File: src/rtl/reg_write_queue_pkg.sv
// Shared constants and types for the register write queue and its bypass lookup.
package reg_write_queue_pkg;

  localparam int REG_ADDR_W    = 5;
  localparam int DEFAULT_DEPTH = 4;

  typedef enum logic [1:0] {
    SZ_WORD = 2'b00,
    SZ_HALF = 2'b01,
    SZ_BYTE = 2'b10,
    SZ_RSVD = 2'b11
  } wr_size_e;

  // Reserved encoding behaves as a full word, so only half/byte are partial.
  function automatic logic is_partial(input logic [1:0] size);
    return (size == SZ_HALF) || (size == SZ_BYTE);
  endfunction

endpackage

File: src/rtl/reg_write_queue_lookup.sv
// Age-priority bypass match over the queued write entries for one read port.
module wq_lookup
  import reg_write_queue_pkg::*;
#(
  parameter int DEPTH  = DEFAULT_DEPTH,
  parameter int DATA_W = 32
) (
  input  logic [REG_ADDR_W-1:0]             lk_addr_i,
  input  logic [DEPTH-1:0]                  ent_valid_i,
  input  logic [DEPTH-1:0][REG_ADDR_W-1:0]  ent_addr_i,
  input  logic [DEPTH-1:0][DATA_W-1:0]      ent_data_i,
  input  logic [DEPTH-1:0][1:0]             ent_size_i,
  output logic                              hit_o,
  output logic [DATA_W-1:0]                 data_o,
  output logic                              partial_o
);

  logic              found;
  logic              found_partial;
  logic [DATA_W-1:0] found_data;

  // Entries are ordered oldest (index 0) to youngest, so a later match wins.
  always_comb begin
    found         = 1'b0;
    found_partial = 1'b0;
    found_data    = '0;
    for (int i = 0; i < DEPTH; i++) begin
      if (ent_valid_i[i] && (ent_addr_i[i] == lk_addr_i) && (lk_addr_i != '0)) begin
        found         = 1'b1;
        found_partial = is_partial(ent_size_i[i]);
        found_data    = ent_data_i[i];
      end
    end
  end

  assign hit_o     = found && !found_partial;
  assign data_o    = hit_o ? found_data : '0;
  assign partial_o = found && found_partial;

endmodule

File: src/rtl/reg_write_queue.sv
// In-order register write queue with combinational bypass lookup for two read ports.
module reg_write_queue
  import reg_write_queue_pkg::*;
#(
  parameter int DEPTH  = DEFAULT_DEPTH,
  parameter int DATA_W = 32
) (
  input  logic                    clk,
  input  logic                    rst_n,
  input  logic                    wr_valid,
  output logic                    wr_ready,
  input  logic [REG_ADDR_W-1:0]   wr_addr,
  input  logic [DATA_W-1:0]       wr_data,
  input  logic [1:0]              wr_size,
  input  logic                    flush,
  output logic                    rf_valid,
  input  logic                    rf_ready,
  output logic [REG_ADDR_W-1:0]   rf_addr,
  output logic [DATA_W-1:0]       rf_data,
  output logic [1:0]              rf_size,
  input  logic [REG_ADDR_W-1:0]   lk_addr1,
  input  logic [REG_ADDR_W-1:0]   lk_addr2,
  output logic                    lk_hit1,
  output logic                    lk_hit2,
  output logic [DATA_W-1:0]       lk_data1,
  output logic [DATA_W-1:0]       lk_data2,
  output logic                    lk_stall,
  output logic [$clog2(DEPTH):0]  count
);

  localparam int PTR_W = $clog2(DEPTH);
  localparam int CNT_W = PTR_W + 1;

  logic [PTR_W-1:0] wr_ptr_q, wr_ptr_d;
  logic [PTR_W-1:0] rd_ptr_q, rd_ptr_d;
  logic [CNT_W-1:0] count_q, count_d;

  logic [REG_ADDR_W-1:0] addr_q [DEPTH];
  logic [DATA_W-1:0]     data_q [DEPTH];
  logic [1:0]            size_q [DEPTH];

  logic accept;
  logic enqueue;
  logic retire;

  assign wr_ready = (count_q < CNT_W'(DEPTH));
  assign rf_valid = (count_q != '0);
  assign accept   = wr_valid && wr_ready;
  assign enqueue  = accept && (wr_addr != '0);
  assign retire   = rf_valid && rf_ready;
  assign count    = count_q;

  assign rf_addr = rf_valid ? addr_q[rd_ptr_q] : '0;
  assign rf_data = rf_valid ? data_q[rd_ptr_q] : '0;
  assign rf_size = rf_valid ? size_q[rd_ptr_q] : '0;

  always_comb begin
    wr_ptr_d = wr_ptr_q;
    rd_ptr_d = rd_ptr_q;
    count_d  = count_q;
    if (flush) begin
      wr_ptr_d = '0;
      rd_ptr_d = '0;
      count_d  = '0;
    end else begin
      if (enqueue) wr_ptr_d = wr_ptr_q + PTR_W'(1);
      if (retire)  rd_ptr_d = rd_ptr_q + PTR_W'(1);
      case ({enqueue, retire})
        2'b10:   count_d = count_q + CNT_W'(1);
        2'b01:   count_d = count_q - CNT_W'(1);
        default: count_d = count_q;
      endcase
    end
  end

  always_ff @(posedge clk or negedge rst_n) begin
    if (!rst_n) begin
      wr_ptr_q <= '0;
      rd_ptr_q <= '0;
      count_q  <= '0;
    end else begin
      wr_ptr_q <= wr_ptr_d;
      rd_ptr_q <= rd_ptr_d;
      count_q  <= count_d;
    end
  end

  // Payload storage needs no reset: every read of it is qualified by count_q.
  always_ff @(posedge clk) begin
    if (enqueue && !flush) begin
      addr_q[wr_ptr_q] <= wr_addr;
      data_q[wr_ptr_q] <= wr_data;
      size_q[wr_ptr_q] <= wr_size;
    end
  end

  logic [DEPTH-1:0]                  ent_valid;
  logic [DEPTH-1:0][REG_ADDR_W-1:0]  ent_addr;
  logic [DEPTH-1:0][DATA_W-1:0]      ent_data;
  logic [DEPTH-1:0][1:0]             ent_size;
  logic [PTR_W-1:0]                  age_idx;

  // Rotate the circular buffer so the lookups see entries in age order.
  always_comb begin
    ent_valid = '0;
    ent_addr  = '0;
    ent_data  = '0;
    ent_size  = '0;
    age_idx   = '0;
    for (int i = 0; i < DEPTH; i++) begin
      age_idx      = rd_ptr_q + PTR_W'(i);
      ent_valid[i] = (CNT_W'(i) < count_q);
      ent_addr[i]  = addr_q[age_idx];
      ent_data[i]  = data_q[age_idx];
      ent_size[i]  = size_q[age_idx];
    end
  end

  logic partial1;
  logic partial2;

  wq_lookup #(.DEPTH(DEPTH), .DATA_W(DATA_W)) u_lookup1 (
    .lk_addr_i   (lk_addr1),
    .ent_valid_i (ent_valid),
    .ent_addr_i  (ent_addr),
    .ent_data_i  (ent_data),
    .ent_size_i  (ent_size),
    .hit_o       (lk_hit1),
    .data_o      (lk_data1),
    .partial_o   (partial1)
  );

  wq_lookup #(.DEPTH(DEPTH), .DATA_W(DATA_W)) u_lookup2 (
    .lk_addr_i   (lk_addr2),
    .ent_valid_i (ent_valid),
    .ent_addr_i  (ent_addr),
    .ent_data_i  (ent_data),
    .ent_size_i  (ent_size),
    .hit_o       (lk_hit2),
    .data_o      (lk_data2),
    .partial_o   (partial2)
  );

  assign lk_stall = partial1 || partial2;

endmodule

File: config.mk
export PLATFORM = sky130hd
export DESIGN_NAME = reg_write_queue
export DESIGN_NICKNAME = d
export VERILOG_FILES = /design/src/rtl/reg_write_queue_pkg.sv /design/src/rtl/reg_write_queue_lookup.sv /design/src/rtl/reg_write_queue.sv
export SDC_FILE = /design/constraint.sdc
export NUM_CORES = 1
export LEC_CHECK = 0
export ABC_AREA = 1
export CAP_MARGIN = 25
export CORE_ASPECT_RATIO = 1.5
export CORE_UTILIZATION = 30
export DETAILED_ROUTE_END_ITERATION = 8
export SLEW_MARGIN = 20
export SYNTH_ARGS = -nofsm -noshare
export SYNTH_HDL_FRONTEND = slang
export SYNTH_SLANG_ARGS = --single-unit
File: constraint.sdc
create_clock -name clk -period 5.6 [get_ports clk]
set_input_delay 1.12 -clock clk [delete_from_list [all_inputs] [get_ports clk]]
set_output_delay 1.12 -clock clk [all_outputs]
set_load 0.01 [all_outputs]
==> run metrics <==
outcome=completed; die area=between 40000 and 50000 um2; worst skew pair latency=roughly 0.45 ns; Req. time, crit path=4.48 ns; power density over the cells=between 400 and 500 nW/um2; CP Launch Point=rd_ptr_q[0]; Starting Density=approximately 31%; multi-input combinational cell area=roughly 6600 um2; HP Class=reg -> reg; Core Area=approximately 42000 um2; Final nets=about 2200; Worst Hold Launch=wr_ptr_q[1]; Total Wirelength=about 46 mm; Clk pin slew, worst setup/hold paths=about 0.070 ns; maximum root-to-sink buffer count=2; Non-Filler Cell Area, Final=~16000 um2; Clock Skews=0.0143 ns; Post-DP Area=between 15000 and 20000 um2; YS warnings=0; flop and latch count out of synthesis=approximately 160; Setup TNS Final=0 ns; Num CTS Buffers=17; Final Max Tran Viols=0; Critical Path AT=between 4 and 5 ns; Setup crit end=lk_data2[2]; Achievable Freq=0.189 GHz; Critical Path Start Type=flop; Worst Path Max Fanout=37; clock period minus worst slack=between 5 and 6 ns; Logic pwr share=around three fifths; largest net degree at the start of global routing=73; internal power=about 0.0033 W; R2R Setup Slk=between 3 and 4 ns; P_sw=0.00311 W; # fillers=roughly 4500; hold buffer count at cts=0; sw frac=around 50%; GPL Wtd Cong=0.914; share of post-route cells with drive strength above 1=approximately 5.2%; P&R area growth vs syn=20.5%; Pleak=6.74 nW; Slew HR=45.4%; CTS Sinks=~160; crit path capture type=output pin; CTS tree=built; first-pass GRT wire length=roughly 70 mm; RR Startpoint=count[2]; Post-DRT Antenna Nets=0; # H-tree levels=4; sequential cell area=between 4000 and 5000 um2; most frequent cells in the layout=nand2_1 (535), nor2_1 (470), o21ai_0 (232), inv_1 (213), clkdlybuf4s50_1 (164); syn_area_per_cell=between 6 and 7 um2; Final Hold Vio Count=0; # IOs=between 150 and 200; DR WL/cell=between 15 and 20 um; most common cell after layout, fill and taps aside=nand2_1; gr ovfl total=0; R2R Path End=data_q[0][15]; Peak supply drop=about 0.19 mV; GR Util All Layers=21.0%; Pwr Total=~0.0064 W; Buffers on Ports=164; vias in the first global route=between 10000 and 15000; DPL Wire Length=about 31 mm; DR vias=between 10000 and 15000; Setup Crit Path Kind=reg -> out; post_cts resized=0; Sequential Power Share=23.1%; DIE WIDTH=~170 um; maxcap violations=0; Clock power frac=between 10% and 20%; Core Rows=~90; Pre-antenna DRT Iters=7; Via density=4.94; Netlist cell types=31; Post-CTS Setup Inserts=0; drt initial violations=~1100; Reg2Reg Depth=6; Tightest Pin Transition=0.819 ns; worst hold slack=between 0.5 and 0.6 ns; DRC Markers=0; unrepaired setup endpoints after global routing=no; Seq/Total Area, Yosys=a little under two fifths; Post-Syn Nets=~2100; die height=257 um; initial antenna violation count=3; Mapped Area=around 13000 um2; period utilization=approximately 94%; CTS root buffer=clkbuf_16; Synth Instances=2043; endpoints failing setup=0
flip-flops by register name, summed over array words and instances (netlist names):
name and cells:
data_q 128, addr_q 20, size_q 8, count 3, rd_ptr_q 2, wr_ptr_q 2
power by group through the flow:
stage / Sequential [W] / Clock (W) / Combinational, W
4_1_cts: 0.00148 / 0.00120 / 0.00373
5_1_grt: 0.00148 / 0.00124 / 0.00415
2_1_floorplan: 0.00148 / 0 / 0.00248
6_report: 0.00148 / 0.00117 / 0.00372
3_3_place_gp: 0.00150 / 0 / 0.00369
3_5_place_dp: 0.00150 / 0 / 0.00372
through the flow:
step           std cells  setup slack (ns)  util (%)
3_3_place_gp        2688             0.318      35.5
6_report            2722             0.308      36.9
5_1_grt             2721            0.0361      36.9
2_1_floorplan       2043              1.83         -
4_1_cts             2720             0.320      36.9
3_5_place_dp        2688             0.340      35.5
synth_stat cells:
| library cell | count | area share [%] |
|---|---|---|
| dfrtp_1 | 7 | 1.4 |
| a21oi_1 | 67 | 2.6 |
| o21ai_1 | 56 | 2.2 |
| nand2_4 | 1 | 0.087 |
| buf_6 | 17 | 1.5 |
| buf_1 | 3 | 0.087 |
| inv_1 | 214 | 6.2 |
| nand2_2 | 3 | 0.14 |
| o21ai_0 | 232 | 9.0 |
| xnor2_1 | 4 | 0.27 |
| o22ai_1 | 1 | 0.048 |
| ha_1 | 8 | 0.77 |
| nand3_4 | 1 | 0.14 |
| nor2_4 | 2 | 0.17 |
| nand3_1 | 124 | 4.8 |
| o211ai_1 | 1 | 0.058 |
| inv_2 | 9 | 0.26 |
| o21ai_2 | 4 | 0.27 |
| nor3_1 | 1 | 0.039 |
| clkbuf_1 | 55 | 1.6 |
| buf_4 | 13 | 0.75 |
| nor2_1 | 474 | 14 |
| nor2_2 | 4 | 0.19 |
| mux2_2 | 1 | 0.087 |
| edfxtp_1 | 156 | 36 |
| nand4_1 | 4 | 0.19 |
| clkinv_1 | 1 | 0.029 |
| nand3_2 | 3 | 0.23 |
| nand2_1 | 535 | 15 |
| xor2_1 | 3 | 0.20 |
| buf_2 | 39 | 1.5 |
how the worst min path moves through the flow:
| stage | to | cells after the start | slack (ns) |
|---|---|---|---|
| after floorplan | wr_ptr_q[1] | 2 | 0.49 |
| after global placement | wr_ptr_q[1] | 2 | 0.53 |
| after detailed placement | wr_ptr_q[1] | 2 | 0.57 |
| after CTS | wr_ptr_q[1] | 2 | 0.58 |
| after global routing | wr_ptr_q[1] | 2 | 0.61 |
| final | wr_ptr_q[1] | 2 | 0.57 |
critical path: stages (launching register included):
cell             delay [ns]
dfrtp_4                0.58
inv_4                  0.23
buf_4                  0.39
nand2_1                0.12
nand3_1                0.09
nand2_1                0.19
nand2_1                0.11
nand3_1                0.07
nor2_1                 0.11
nand2_1                0.09
nor2_4                 0.12
buf_4                  0.42
nand3_1                0.14
nand2_1                0.10
a21oi_1                0.07
nor2_1                 0.25
clkdlybuf4s50_1        0.60
layer usage:
| layer | GRT usage [%] | share of wire [%] | vias up |
|---|---|---|---|
| li1 | - | - | 6669 |
| met1 | 23.2 | 38 | 6093 |
| met2 | 37.3 | 50 | 541 |
| met3 | 2.95 | 6.1 | 140 |
| met4 | 12.7 | 5.6 | 2 |
| met5 | 0 | 0.029 | - |
final cells by class:
| class | instances | share of cell area (%) |
|---|---|---|
| Multi-Input combinational cell | 1529 | 42.5 |
| Sequential cell | 163 | 31.2 |
| Timing Repair Buffer | 208 | 12.7 |
| Inverter | 224 | 5.40 |
| Tap cell | 564 | 4.52 |
| Clock buffer | 18 | 2.75 |
| Clock inverter | 14 | 0.961 |
| Antenna cell | 2 | 0.0320 |
kinds of logic after synthesis:
group	synth area share, %
compound gates	14.1
xor+xnor	0.473
mux	0.0869
flops	37.5
fa+ha+maj	0.772
buf+inv	11.9
simple gates	35.2
No activity file was read; power rests on OpenSTA's default activity.
